===== src/rtl/serial_addsub_pkg.sv =====
// Shared types for the bit-serial adder/subtractor.
package serial_addsub_pkg;

    // Frame sequencer states
    typedef enum logic {
        ST_IDLE = 1'b0,
        ST_RUN  = 1'b1
    } state_t;

endpackage


===== src/rtl/serial_addsub_fulladder.sv =====
// One-bit full-adder cell: s = a ^ b ^ y, c = majority(a, b, y).
module serial_addsub_fulladder (
    input  logic a,
    input  logic b,
    input  logic y,
    output logic s,
    output logic c
);

    assign s = a ^ b ^ y;
    assign c = (a & b) | (y & (a ^ b));

endmodule


===== src/rtl/serial_addsub.sv =====
// Bit-serial LSB-first adder/subtractor. A single full-adder cell and a
// carry flop process one bit per cycle; the parallel result, carry-out and
// signed overflow are published once per completed frame.
module serial_addsub
    import serial_addsub_pkg::*;
#(
    parameter  int WIDTH = 8,
    localparam int CNT_W = $clog2(WIDTH)
) (
    input  logic             clk,
    input  logic             reset,
    input  logic             start,
    input  logic             sub,
    input  logic             a,
    input  logic             b,
    output logic             s,
    output logic             c,
    output logic             ovf,
    output logic             busy,
    output logic             done,
    output logic [WIDTH-1:0] result
);

    // cnt holds (frame cycle - 1) while running, so cnt == WIDTH-1 marks the
    // cycle right after the last bit: the done cycle, where a new start may
    // chain straight into the next frame.
    localparam logic [CNT_W-1:0] DONE_CNT = CNT_W'(WIDTH - 1);
    localparam logic [CNT_W-1:0] LAST_CNT = CNT_W'(WIDTH - 2);

    state_t           state_q, state_d;
    logic [CNT_W-1:0] cnt_q, cnt_d;
    logic             carry_q;
    logic             mode_q;
    logic [WIDTH-1:0] shreg_q;

    logic             mode_eff;
    logic             cin;
    logic             b_eff;
    logic             sum;
    logic             cout;
    logic             proc;
    logic             last;

    // Signed overflow of the MSB column: carry into it differs from carry out.
    function automatic logic signed_ovf(input logic cin_msb, input logic cout_msb);
        return cin_msb ^ cout_msb;
    endfunction

    // Bit 0 of a frame takes its mode and carry-in from the live sub input;
    // later bits use the latched mode and the carry flop.
    assign mode_eff = start ? sub : mode_q;
    assign cin      = start ? sub : carry_q;
    assign b_eff    = b ^ mode_eff;

    serial_addsub_fulladder u_fa (
        .a (a),
        .b (b_eff),
        .y (cin),
        .s (sum),
        .c (cout)
    );

    // A bit is consumed on a start, or while running up to the last bit.
    assign proc = start | ((state_q == ST_RUN) & (cnt_q != DONE_CNT));
    assign last = (state_q == ST_RUN) & ~start & (cnt_q == LAST_CNT);

    // Next-state, counter and busy decode
    always_comb begin
        state_d = state_q;
        cnt_d   = cnt_q;
        busy    = 1'b0;
        case (state_q)
            ST_IDLE: begin
                if (start) begin
                    state_d = ST_RUN;
                    cnt_d   = '0;
                end
            end
            ST_RUN: begin
                busy = ~((cnt_q == DONE_CNT) & ~start);
                if (start) begin
                    cnt_d = '0;
                end else if (cnt_q == DONE_CNT) begin
                    state_d = ST_IDLE;
                end else begin
                    cnt_d = cnt_q + CNT_W'(1);
                end
            end
            default: begin
                state_d = ST_IDLE;
            end
        endcase
    end

    // State and bit-counter registers
    always_ff @(posedge clk or posedge reset) begin
        if (reset) begin
            state_q <= ST_IDLE;
            cnt_q   <= '0;
        end else begin
            state_q <= state_d;
            cnt_q   <= cnt_d;
        end
    end

    // Serial datapath: sum bit, carry, mode latch and result shift register
    always_ff @(posedge clk or posedge reset) begin
        if (reset) begin
            s       <= 1'b0;
            carry_q <= 1'b0;
            mode_q  <= 1'b0;
            shreg_q <= '0;
        end else begin
            if (start) begin
                mode_q <= sub;
            end
            if (proc) begin
                s       <= sum;
                carry_q <= cout;
                shreg_q <= {sum, shreg_q[WIDTH-1:1]};
            end
        end
    end

    // Frame completion: publish result/flags and pulse done
    always_ff @(posedge clk or posedge reset) begin
        if (reset) begin
            done   <= 1'b0;
            result <= '0;
            c      <= 1'b0;
            ovf    <= 1'b0;
        end else begin
            done <= last;
            if (last) begin
                result <= {sum, shreg_q[WIDTH-1:1]};
                c      <= cout;
                ovf    <= signed_ovf(cin, cout);
            end
        end
    end

endmodule


===== config.mk =====
export PLATFORM = sky130hd
export DESIGN_NAME = serial_addsub
export DESIGN_NICKNAME = d
export VERILOG_FILES = /design/src/rtl/serial_addsub_pkg.sv /design/src/rtl/serial_addsub_fulladder.sv /design/src/rtl/serial_addsub.sv
export SDC_FILE = /design/constraint.sdc
export NUM_CORES = 1
export LEC_CHECK = 0
export ABC_AREA = 1
export CORE_ASPECT_RATIO = 1.25
export CORE_MARGIN = 2
export CORE_UTILIZATION = 55
export CTS_CLUSTER_DIAMETER = 150
export DETAILED_ROUTE_END_ITERATION = 6
export GPL_TIMING_DRIVEN = 0
export PLACE_DENSITY = 0.83
export SETUP_SLACK_MARGIN = 0.4
export SLEW_MARGIN = 20
export SYNTH_ARGS = -nofsm -noshare
export SYNTH_HDL_FRONTEND = slang
export SYNTH_SLANG_ARGS = --single-unit

===== constraint.sdc =====
create_clock -name clk -period 2.67 [get_ports clk]
set_input_delay 0.267 -clock clk [delete_from_list [all_inputs] [get_ports clk]]
set_output_delay 0.267 -clock clk [all_outputs]
set_load 0.1 [all_outputs]

==> results of run 1 <==
==> per-stage QoR <==
stage               util (%)  instances  total power [mW]
floorplan                  -        109             0.853
global placement        67.8        147             0.956
detailed placement      67.8        147             0.968
CTS                     69.0        150              1.12
global route            69.0        150              1.16
finish                  69.0        150              1.12
==> synth_stat cells (all sizes together) <==
master | instances | area [um2]
xor2 | 1 | 8.76
inv | 16 | 67.6
ha | 3 | 37.5
nor2 | 2 | 23.8
nand3 | 4 | 20.0
a21oi | 2 | 10.0
dfrtp | 24 | 601
o21ai | 19 | 140
buf | 2 | 31.3
fa | 1 | 20.0
nand2 | 35 | 144
==> cell families (layout without fill, tap and decap cells) <==
family                   Yosys count  in the layout  synth area share, %
AND/OR/NAND/NOR                   41             41                 17.0
adder cells (fa/ha/maj)            4              4                 5.22
XOR/XNOR                           1              1                0.794
flip-flops                        24             24                 54.4
buffers and inverters             18             39                 8.96
AO/OA/AOI/OAI                     21             21                 13.6
==> per-layer routing <==
metal	wire length, um	global-route usage, %	vias to the layer above
li1	-	-	383
met1	805	23.3	380
met2	1080	33.6	21
met3	77	2.35	7
met4	50	8.08	0
met5	0	0	-
==> path summary, 6_finish.rpt <==
kind                                       start               endpoint  slack [ns]  depth (start not counted)
min                                        reset  result[1]$_DFFE_PP0P_        0.42                          2
max                         cnt_q[0]$_DFFE_PP0P_                   busy        0.47                          4
min in group clk           result[7]$_DFFE_PP0P_  result[7]$_DFFE_PP0P_        0.49                          2
max in group asynchronous                  reset   cnt_q[0]$_DFFE_PP0P_        1.70                          2
max reg2reg                     mode_q$_DFF_PP0_        ovf$_DFFE_PP0P_        1.10                          8
min reg2reg                result[7]$_DFFE_PP0P_  result[7]$_DFFE_PP0P_        0.49                          2
==> worst max-delay path, delay by kind of cell, from the launching register on <==
family	cells	cell delay, ns
fa+ha+maj	2	0.47
flops	1	0.43
buf+inv	1	0.56
compound gates	1	0.16
==> cell type report <==
type	instances	area (um2)	share of cell area, %
sequential	24	601	44.9
inverter	16	67.6	5.06
buffer	2	31.3	2.34
timing repair buffer	18	181	13.6
clock buffer	3	22.5	1.69
tap	20	25.0	1.87
multi-input combinational	67	408	30.5
==> registers in the layout, indices dropped and copies added, names as in the netlist <==
register and count:
shreg_q 6, done 1, result 8, cnt_q 3
s 1, ovf 1, c 1, state_q 1
mode_q 1, carry_q 1
==> power by group through the flow <==
stage	sequential (mW)	combinational, mW	clock [mW]
final	0.473	0.483	0.160
after detailed placement	0.482	0.486	0
after floorplan	0.729	0.124	0
after CTS	0.474	0.488	0.159
after global placement	0.477	0.479	0
after global routing	0.482	0.515	0.165
==> timing repair <==
item | CTS | global route
hold buffers | 0 | 0
gates resized for setup | 3 | 0
setup endpoints to repair | 1 | 0
hold endpoints to repair | 0 | 0
==> results by group, run 1 <==
Critical path
  • CP dominant cell by count: ha_1
  • CP max stage delay: 0.56 ns
  • Kind of critical path: register to primary output
  • Startpoint types: register
  • Slowest cell on crit path: clkdlybuf4s15_2
  • CP Max Fanout: 4
  • Critical Path AT: between 1.5 and 2 ns
  • CP Data Required Time: 2.40 ns
  • Crit path cell chain: ha_1, ha_1, a21oi_2, clkdlybuf4s15_2
  • CP endpoint kind: primary output

Cells and area
  • Most frequent cells in the layout: nand2_1, dfrtp_1, clkdlybuf4s50_1
  • Final Net Count: roughly 140
  • Diodes inserted: 0
  • Share of layout cells above drive strength 1: about 18%
  • Final Cell Area: 1340 um2
  • Commonest non-fill, non-tap cell in the layout: nand2_1
  • # fillers: between 150 and 200
  • Layout area overhead: 21.1%

Routing
  • Wire per inst: 13.4 um
  • Number of antenna-violating nets in the routed design: 0
  • DRT iter0 DRCs: 8
  • Final Routed Wirelength: approximately 2 mm
  • Vias: slightly below 800
  • DRC viols: 0
  • Pre-antenna DRT Iters: 6
  • Via density per instance: roughly 5.3

CTS
  • Register clock-pin slew on the reported worst setup and hold paths: 0.13 ns
  • # clock sinks: 24
  • Post-CTS Setup Repair Bufs: 0
  • H-tree depth: 1
  • CTS Root Cell: clkbuf_4
  • CTS buffer count: 3
  • Worst skew pair latency: 0.32 ns
  • Max clock buf depth: 2
  • TritonCTS clock tree: yes

Synth
  • Yosys reg bits: 24
  • Cell variety after synth: 19
  • Syn Nets: 119
  • Seq/Total Area, Yosys: 54.4%
  • Cells after Synth: 109
  • Syn Area/Cell: 10.1 um2
  • Syn. warnings: 0
  • Mapped cell area: approximately 1100 um2

Power and ir drop
  • Pwr dens: 835 nW/um2
  • Power share of the clock group: 14.4%
  • Sequential share of power: between 40% and 50%
  • Combinational share of power: 43.3%
  • Cell Int Power: 0.604 mW
  • Sw Pwr: 0.512 mW
  • Leakage: 0.685 nW
  • VDD IR max: 0.000499 V
  • Sw frac: 45.9%

Timing
  • Clk_skew: 0.00922 ns
  • Min Clock Period, post-route: 2.20 ns
  • Worst Setup Slack, final: roughly 0.47 ns
  • Setup TNS: 0 ns
  • Fin. Hold Viols: 0
  • Unrepaired setup endpoints after global routing: false
  • Hold WS: 0.420 ns
  • Crit share post-route: between 80 and 90%
  • Setup-failing EPs final: 0
  • Slew Viols, Final: 0
  • Worst slew pin tran: 0.967 ns
  • Slew Limit Headroom: a little over a third
  • Fmax achieved: 454 MHz

Die
  • Horiz. Die Dim: 44.1 um
  • I/O pins: 19
  • Die height: around 54 um
  • CORE AREA: slightly below 2000 um2
  • # rows: 18
  • Die area: approximately 2400 um2
  • Initial core utilization: between 50% and 60%

Place
  • Port Buf Inserts: 18
  • Place WS: 0.185 ns
  • Cell Area, Placed: 1310 um2
  • GPL Wtd Cong: 0.754
  • Post-DP HPWL: 1.48 mm

Global route
  • Initial antenna violation count: 0
  • Vias in the first global route: 764
  • Tot GR Track Use: 19.0%
  • First-pass GRT wire length: 3.26 mm
  • Total grt overflow: 0
  • Maximum number of pins on one net before global-route repair: 25

Hold path
  • Hold Crit Class: input pin to asynchronous set/reset pin

Flow run
  • Max-Cap Viols: 0

Outcome
  • Outcome: finished clean
Note: power is estimated with default switching activity, not from simulation.
==> run 2: changes to the inputs <==
--- a/config.mk
+++ b/config.mk
@@ -8,11 +8,11 @@
 export ABC_AREA = 1
 export CORE_ASPECT_RATIO = 1.25
 export CORE_MARGIN = 2
-export CORE_UTILIZATION = 55
+export CORE_UTILIZATION = 51
 export CTS_CLUSTER_DIAMETER = 150
 export DETAILED_ROUTE_END_ITERATION = 6
 export GPL_TIMING_DRIVEN = 0
-export PLACE_DENSITY = 0.83
+export PLACE_DENSITY = 0.77
 export SETUP_SLACK_MARGIN = 0.4
 export SLEW_MARGIN = 20
 export SYNTH_ARGS = -nofsm -noshare
==> constraint.sdc (replaced) <==
create_clock -name clk -period 2.2 [get_ports clk]
set_input_delay 0.22 -clock clk [delete_from_list [all_inputs] [get_ports clk]]
set_output_delay 0.22 -clock clk [all_outputs]
set_load 0.1 [all_outputs]
==> results by group, run 2 (synthesis gave the netlist of run 1 again) <==
Critical path
  • CP Max Fanout: 4 (unchanged)
  • Worst Setup EP: busy
  • CP Data Required Time: 1.98 ns (-0.42 ns)
  • Crit. Startpoint: cnt_q[0]$_DFFE_PP0P_
  • Slowest cell on crit path: dfrtp_1
  • Register-to-register setup slack: 0.62 ns (-0.48 ns)
  • Crit path cell chain: ha_1, ha_1, a21oi_4, buf_6
  • Reg2Reg Depth: 5 (-3)
  • Critical Path AT: 1.62 ns (-0.32 ns)
  • Kind of critical path: register to primary output
  • CP endpoint kind: primary output
  • Startpoint types: register
  • CP dominant cell by count: ha_1
  • Worst flop-to-flop path endpoint: shreg_q[3]$_DFFE_PP0P_
  • R2r startpoint: cnt_q[0]$_DFFE_PP0P_
  • CP max stage delay: 0.43 ns (-0.13 ns)

CTS
  • # clock sinks: 24 (unchanged)
  • Post-CTS Setup Repair Bufs: 0 (unchanged)
  • CTS Root Cell: clkbuf_4
  • H-tree depth: 1 (unchanged)
  • Max clock buf depth: 2 (unchanged)
  • TritonCTS clock tree: yes
  • Worst skew pair latency: 0.31 ns (about the same)
  • CTS Hold Bufs: 0 (unchanged)
  • Register clock-pin slew on the reported worst setup and hold paths: 0.12 ns (about the same)
  • CTS buffer count: 3 (unchanged)

Cells and area
  • Layout area overhead: 20.4%
  • Diodes inserted: 0 (unchanged)
  • Largest regs: result (8), shreg_q (6), cnt_q (3)
  • Most flop-heavy register: result
  • Commonest non-fill, non-tap cell in the layout: nand2_1
  • Finished Core Util: 66.3% (-2.7 points)
  • Layout Cells excl Fill: 150 (unchanged)
  • # fillers: 180 (+12%)
  • Share of layout cells above drive strength 1: 19.2% (+1.5 points)
  • Most frequent cells in the layout: nand2_1, dfrtp_1, inv_1
  • Final Cell Area: 1330 um2 (-0.56%)
  • Final Net Count: 142 (unchanged)
  • Largest register FFs: 8 (unchanged)

Power and ir drop
  • Tot Pwr: 1.32 mW (+18%)
  • Leakage: 0.728 nW (+6.3%)
  • VDD IR max: 0.000722 V (+45%)
  • Pwr dens: 991 nW/um2 (+19%)

Timing
  • Worst slew pin tran: 0.952 ns (-0.0146 ns)
  • Fmax achieved: 545 MHz
  • Clk_skew: 0.00301 ns (-0.00621 ns)
  • Setup TNS: 0 ns (unchanged)
  • Slew Limit Headroom: 36.8% (+1.4 points)
  • Fin. Hold Viols: 0 (unchanged)
  • Unrepaired setup endpoints after global routing: true
  • Min Clock Period, post-route: 1.84 ns
  • Setup-failing EPs final: 0 (unchanged)
  • Worst Setup Slack, final: 0.365 ns (-0.101 ns)
  • Hold WS: 0.354 ns (-0.0668 ns)
  • Slew Viols, Final: 0 (unchanged)
  • Crit share post-route: 83.4%

Die
  • Initial core utilization: 55.1% (-1.9 points)
  • Die height: 56.0 um (+3.6%)
  • Horiz. Die Dim: 45.6 um (+3.5%)
  • Die area: 2550 um2 (+7.2%)
  • CORE AREA: 2000 um2 (+3.5%)
  • I/O pins: 19 (unchanged)
  • # rows: 18 (unchanged)

Global route
  • First-pass GRT wire length: 3.37 mm (+3.4%)
  • Initial antenna violation count: 0 (unchanged)
  • Total grt overflow: 0 (unchanged)
  • Vias in the first global route: 778 (+1.8%)
  • Maximum number of pins on one net before global-route repair: 25 (unchanged)
  • Tot GR Track Use: 17.9% (-1.1 points)

Routing
  • Wire per inst: 12.4 um (-8.0%)
  • Final Routed Wirelength: 1.85 mm (-8.0%)
  • Number of antenna-violating nets in the routed design: 0 (unchanged)
  • DRC viols: 0 (unchanged)
  • Vias: 785 (-0.76%)
  • Pre-antenna DRT Iters: 4 (-2)
  • Via density per instance: 5.23 (-0.76%)
  • DRT iter0 DRCs: 16 (+8)

Place
  • DP Cell Count: 147 (unchanged)
  • Place WS: -0.198 ns (-0.383 ns)
  • Post-DP HPWL: 1.39 mm (-6.3%)
  • Cell Area, Placed: 1320 um2 (+0.57%)
  • Port Buf Inserts: 18 (unchanged)
  • GPL Wtd Cong: 0.740 (-1.9%)

Hold path
  • Hold Crit Class: input pin to register

Flow run
  • Max-Cap Viols: 0 (unchanged)

Outcome
  • Outcome: finished clean
-- run 2: power by group --
group / internal [mW] / switching (mW) / total (mW)
clock network: 0.0641 / 0.124 / 0.188
registers: 0.526 / 0.0456 / 0.572
logic: 0.114 / 0.443 / 0.557
total: 0.704 / 0.613 / 1.32
-- run 2: critical path: cells and delay by family, from the launching register on --
kind                     cells  cell delay [ns]
flip-flops                   1             0.43
AO/OA/AOI/OAI                1             0.17
buffers and inverters        1             0.23
adder cells (fa/ha/maj)      2             0.47
-- run 2: what timing repair did --
item                                    in CTS  in global routing
resized for setup                           19                 10
pin swaps                                    0                  0
endpoints found under the setup margin      13                  8
-- run 2: worst min-delay path by stage --
stage / start / end / slack, ns / cells after the start
3_5_place_dp: result[7]$_DFFE_PP0P_ / result[7]$_DFFE_PP0P_ / 0.46 / 2
3_3_place_gp: result[7]$_DFFE_PP0P_ / result[7]$_DFFE_PP0P_ / 0.46 / 2
5_1_grt: start / cnt_q[2]$_DFFE_PP0P_ / 0.39 / 4
6_report: start / cnt_q[2]$_DFFE_PP0P_ / 0.35 / 4
4_1_cts: reset / carry_q$_DFFE_PP0P_ / 0.42 / 2
2_1_floorplan: reset / c$_DFFE_PP0P_ / 0.23 / 1
-- run 2: layout make-up --
| class | count | area (um2) | area share [%] |
|---|---|---|---|
| Buffer | 2 | 31.3 | 2.35 |
| Clock buffer | 3 | 22.5 | 1.69 |
| Inverter | 16 | 67.6 | 5.08 |
| Multi-Input combinational cell | 67 | 415 | 31.3 |
| Sequential cell | 24 | 601 | 45.2 |
| Tap cell | 20 | 25.0 | 1.88 |
| Timing Repair Buffer | 18 | 166 | 12.5 |
-- run 2: per-layer routing --
metal	vias to the layer above	global-route usage [%]	part of all wire, %
met2	20	29.0	51
met4	0	7.56	1.9
met5	-	0	0
met3	4	2.92	4.3
li1	391	-	-
met1	370	22.8	42
==> run 3: changes to the inputs <==
==> constraint.sdc (replaced) <==
create_clock -name clk -period 1.88 [get_ports clk]
set_input_delay 0.188 -clock clk [delete_from_list [all_inputs] [get_ports clk]]
set_output_delay 0.188 -clock clk [all_outputs]
set_load 0.1 [all_outputs]
==> results by group, run 3 (synthesis gave the netlist of run 1 again) <==
Outcome
  • Outcome: finished clean

Critical path
  • Crit. Startpoint: cnt_q[0]$_DFFE_PP0P_
  • Critical Path AT: 1.46 ns (-0.16 ns)
  • Reg2Reg Depth: 6 (+1)
  • CP max stage delay: 0.43 ns (about the same)
  • CP Data Required Time: 1.69 ns (-0.29 ns)
  • CP top delay family: flip-flops
  • R2r startpoint: mode_q$_DFF_PP0_
  • CP endpoint kind: primary output
  • Slowest cell on crit path: dfrtp_1
  • Register-to-register setup slack: 0.44 ns (-0.18 ns)
  • Buf+Inv Stages, Crit Path: 1 (unchanged)
  • CP Max Fanout: 4 (unchanged)
  • Startpoint types: register
  • Kind of critical path: register to primary output
  • Crit path cell chain: ha_2, ha_4, a21oi_4, buf_12
  • Worst flop-to-flop path endpoint: s$_DFFE_PP0P_

Place
  • Port Buf Inserts: 18 (unchanged)
  • Post-DP HPWL: 1.39 mm (-0.34%)
  • DP Cell Count: 147 (unchanged)
  • Place WS: -0.472 ns (-0.274 ns)
  • GPL Wtd Cong: 0.739 (-0.14%)
  • Cell Area, Placed: 1340 um2 (+1.1%)

Global route
  • Total grt overflow: 0 (unchanged)
  • First-pass GRT wire length: 3.39 mm (+0.39%)
  • Maximum number of pins on one net before global-route repair: 25 (unchanged)
  • Initial antenna violation count: 0 (unchanged)
  • Tot GR Track Use: 18.4% (+0.52 points)
  • Vias in the first global route: 790 (+1.5%)

Die
  • CORE AREA: 2000 um2 (unchanged)
  • I/O pins: 19 (unchanged)
  • Horiz. Die Dim: 45.6 um (unchanged)
  • Initial core utilization: 55.1% (unchanged)
  • Die height: 56.0 um (unchanged)
  • Die area: 2550 um2 (unchanged)
  • # rows: 18 (unchanged)

CTS
  • Max clock buf depth: 2 (unchanged)
  • CTS Hold Bufs: 0 (unchanged)
  • Register clock-pin slew on the reported worst setup and hold paths: 0.13 ns (about the same)
  • TritonCTS clock tree: yes
  • CTS Root Cell: clkbuf_4
  • # clock sinks: 24 (unchanged)
  • CTS buffer count: 3 (unchanged)
  • Worst skew pair latency: 0.32 ns (about the same)
  • H-tree depth: 1 (unchanged)

Cells and area
  • Share of layout cells above drive strength 1: 35.8% (+17 points)
  • Diodes inserted: 0 (unchanged)
  • Largest register FFs: 8 (unchanged)
  • Most flop-heavy register: result
  • Layout area overhead: 29.6%
  • # fillers: 148 (-18%)
  • Largest regs: result (8), shreg_q (6), cnt_q (3)
  • Final Net Count: 145 (+2.1%)
  • Final Cell Area: 1430 um2 (+7.6%)
  • Most frequent cells in the layout: nand2_1, dfrtp_1, inv_1
  • Commonest non-fill, non-tap cell in the layout: nand2_1
  • Finished Core Util: 71.3% (+5.1 points)
  • Layout Cells excl Fill: 154 (+2.7%)

Hold path
  • Hold Path Cell Cnt: 3 (-1)
  • Hold Startpoint: sub
  • Hold Path End: mode_q$_DFF_PP0_
  • Hold Crit Class: input pin to register

Power and ir drop
  • Leakage: 0.728 nW (-0.13%)
  • Pwr dens: 1140 nW/um2 (+15%)
  • VDD IR max: 0.000708 V (-1.9%)

Routing
  • DRC viols: 0 (unchanged)
  • Vias: 797 (+1.5%)
  • DRT iter0 DRCs: 9 (-7)
  • Via density per instance: 5.18 (-1.1%)
  • Number of antenna-violating nets in the routed design: 0 (unchanged)
  • Pre-antenna DRT Iters: 4 (unchanged)
  • Wire per inst: 13.5 um (+9.4%)
  • Final Routed Wirelength: 2.08 mm (+12%)

Timing
  • Worst Setup Slack, final: 0.227 ns (-0.138 ns)
  • Clk_skew: 0.00277 ns (-0.000240 ns)
  • Min Clock Period, post-route: 1.65 ns
  • Worst slew pin tran: 0.882 ns (-0.0700 ns)
  • Hold WS: 0.236 ns (-0.117 ns)
  • Fmax achieved: roughly 600 MHz
  • Slew Limit Headroom: 41.1% (+4.3 points)
  • Crit share post-route: 87.9%
  • Unrepaired setup endpoints after global routing: true
  • Setup-failing EPs final: 0 (unchanged)
  • Fin. Hold Viols: 0 (unchanged)
  • Slew Viols, Final: 0 (unchanged)

Flow run
  • Max-Cap Viols: 0 (unchanged)
## run 3: worst register-to-register path, cell delays in order (launching register included)
cell and delay [ns]:
dfrtp_1 0.38, nand2_1 0.09, nand2_2 0.09, xor2_2 0.16, fa_2 0.54, nand2_1 0.05
o21ai_1 0.07
## run 3: final cells by class
class	instances	area (um2)	share of cell area, %
flip-flops and latches	24	601	42.0
repair buffers	21	214	15.0
clock buffers	4	36.3	2.54
inverters	16	67.6	4.72
plain buffers	2	31.3	2.19
well taps	20	25.0	1.75
multi-input cells	67	455	31.8
## run 3: how the worst max path moves through the flow
| stage | end | slack, ns | cells past startpoint |
|---|---|---|---|
| 3_3_place_gp | busy | -0.47 | 4 |
| 3_5_place_dp | busy | -0.47 | 4 |
| 5_1_grt | busy | 0.17 | 4 |
| 4_1_cts | busy | 0.20 | 4 |
| 6_report | busy | 0.23 | 4 |
| 2_1_floorplan | busy | 0.38 | 3 |
## run 3: report_power, final
part	switching, mW	total [mW]	internal [mW]
registers	0.0556	0.671	0.616
clock network	0.158	0.277	0.119
logic	0.529	0.686	0.156
## run 3: metrics by stage
step           total power, mW  TNS [ns]
4_1_cts                   1.63         0
3_3_place_gp              1.36    -0.871
5_1_grt                   1.72         0
3_5_place_dp              1.38    -0.896
2_1_floorplan             1.22         0
6_report                  1.63         0
## run 3: what timing repair did
| item | CTS | global route |
|---|---|---|
| gates cloned | 0 | 0 |
| buffers inserted | 0 | 3 |
| setup endpoints to repair | 18 | 18 |
| pin swaps | 0 | 4 |
| gates resized for setup | 49 | 15 |
## run 3: routing by layer
| layer | wire [um] | global-route usage [%] | up-vias | share of wire, % |
|---|---|---|---|---|
| li1 | - | - | 393 | - |
| met1 | 828 | 22.2 | 382 | 40 |
| met2 | 1130 | 30.6 | 17 | 54 |
| met3 | 63 | 1.95 | 5 | 3.0 |
| met4 | 58 | 10.1 | 0 | 2.8 |
| met5 | 0 | 0 | - | 0 |
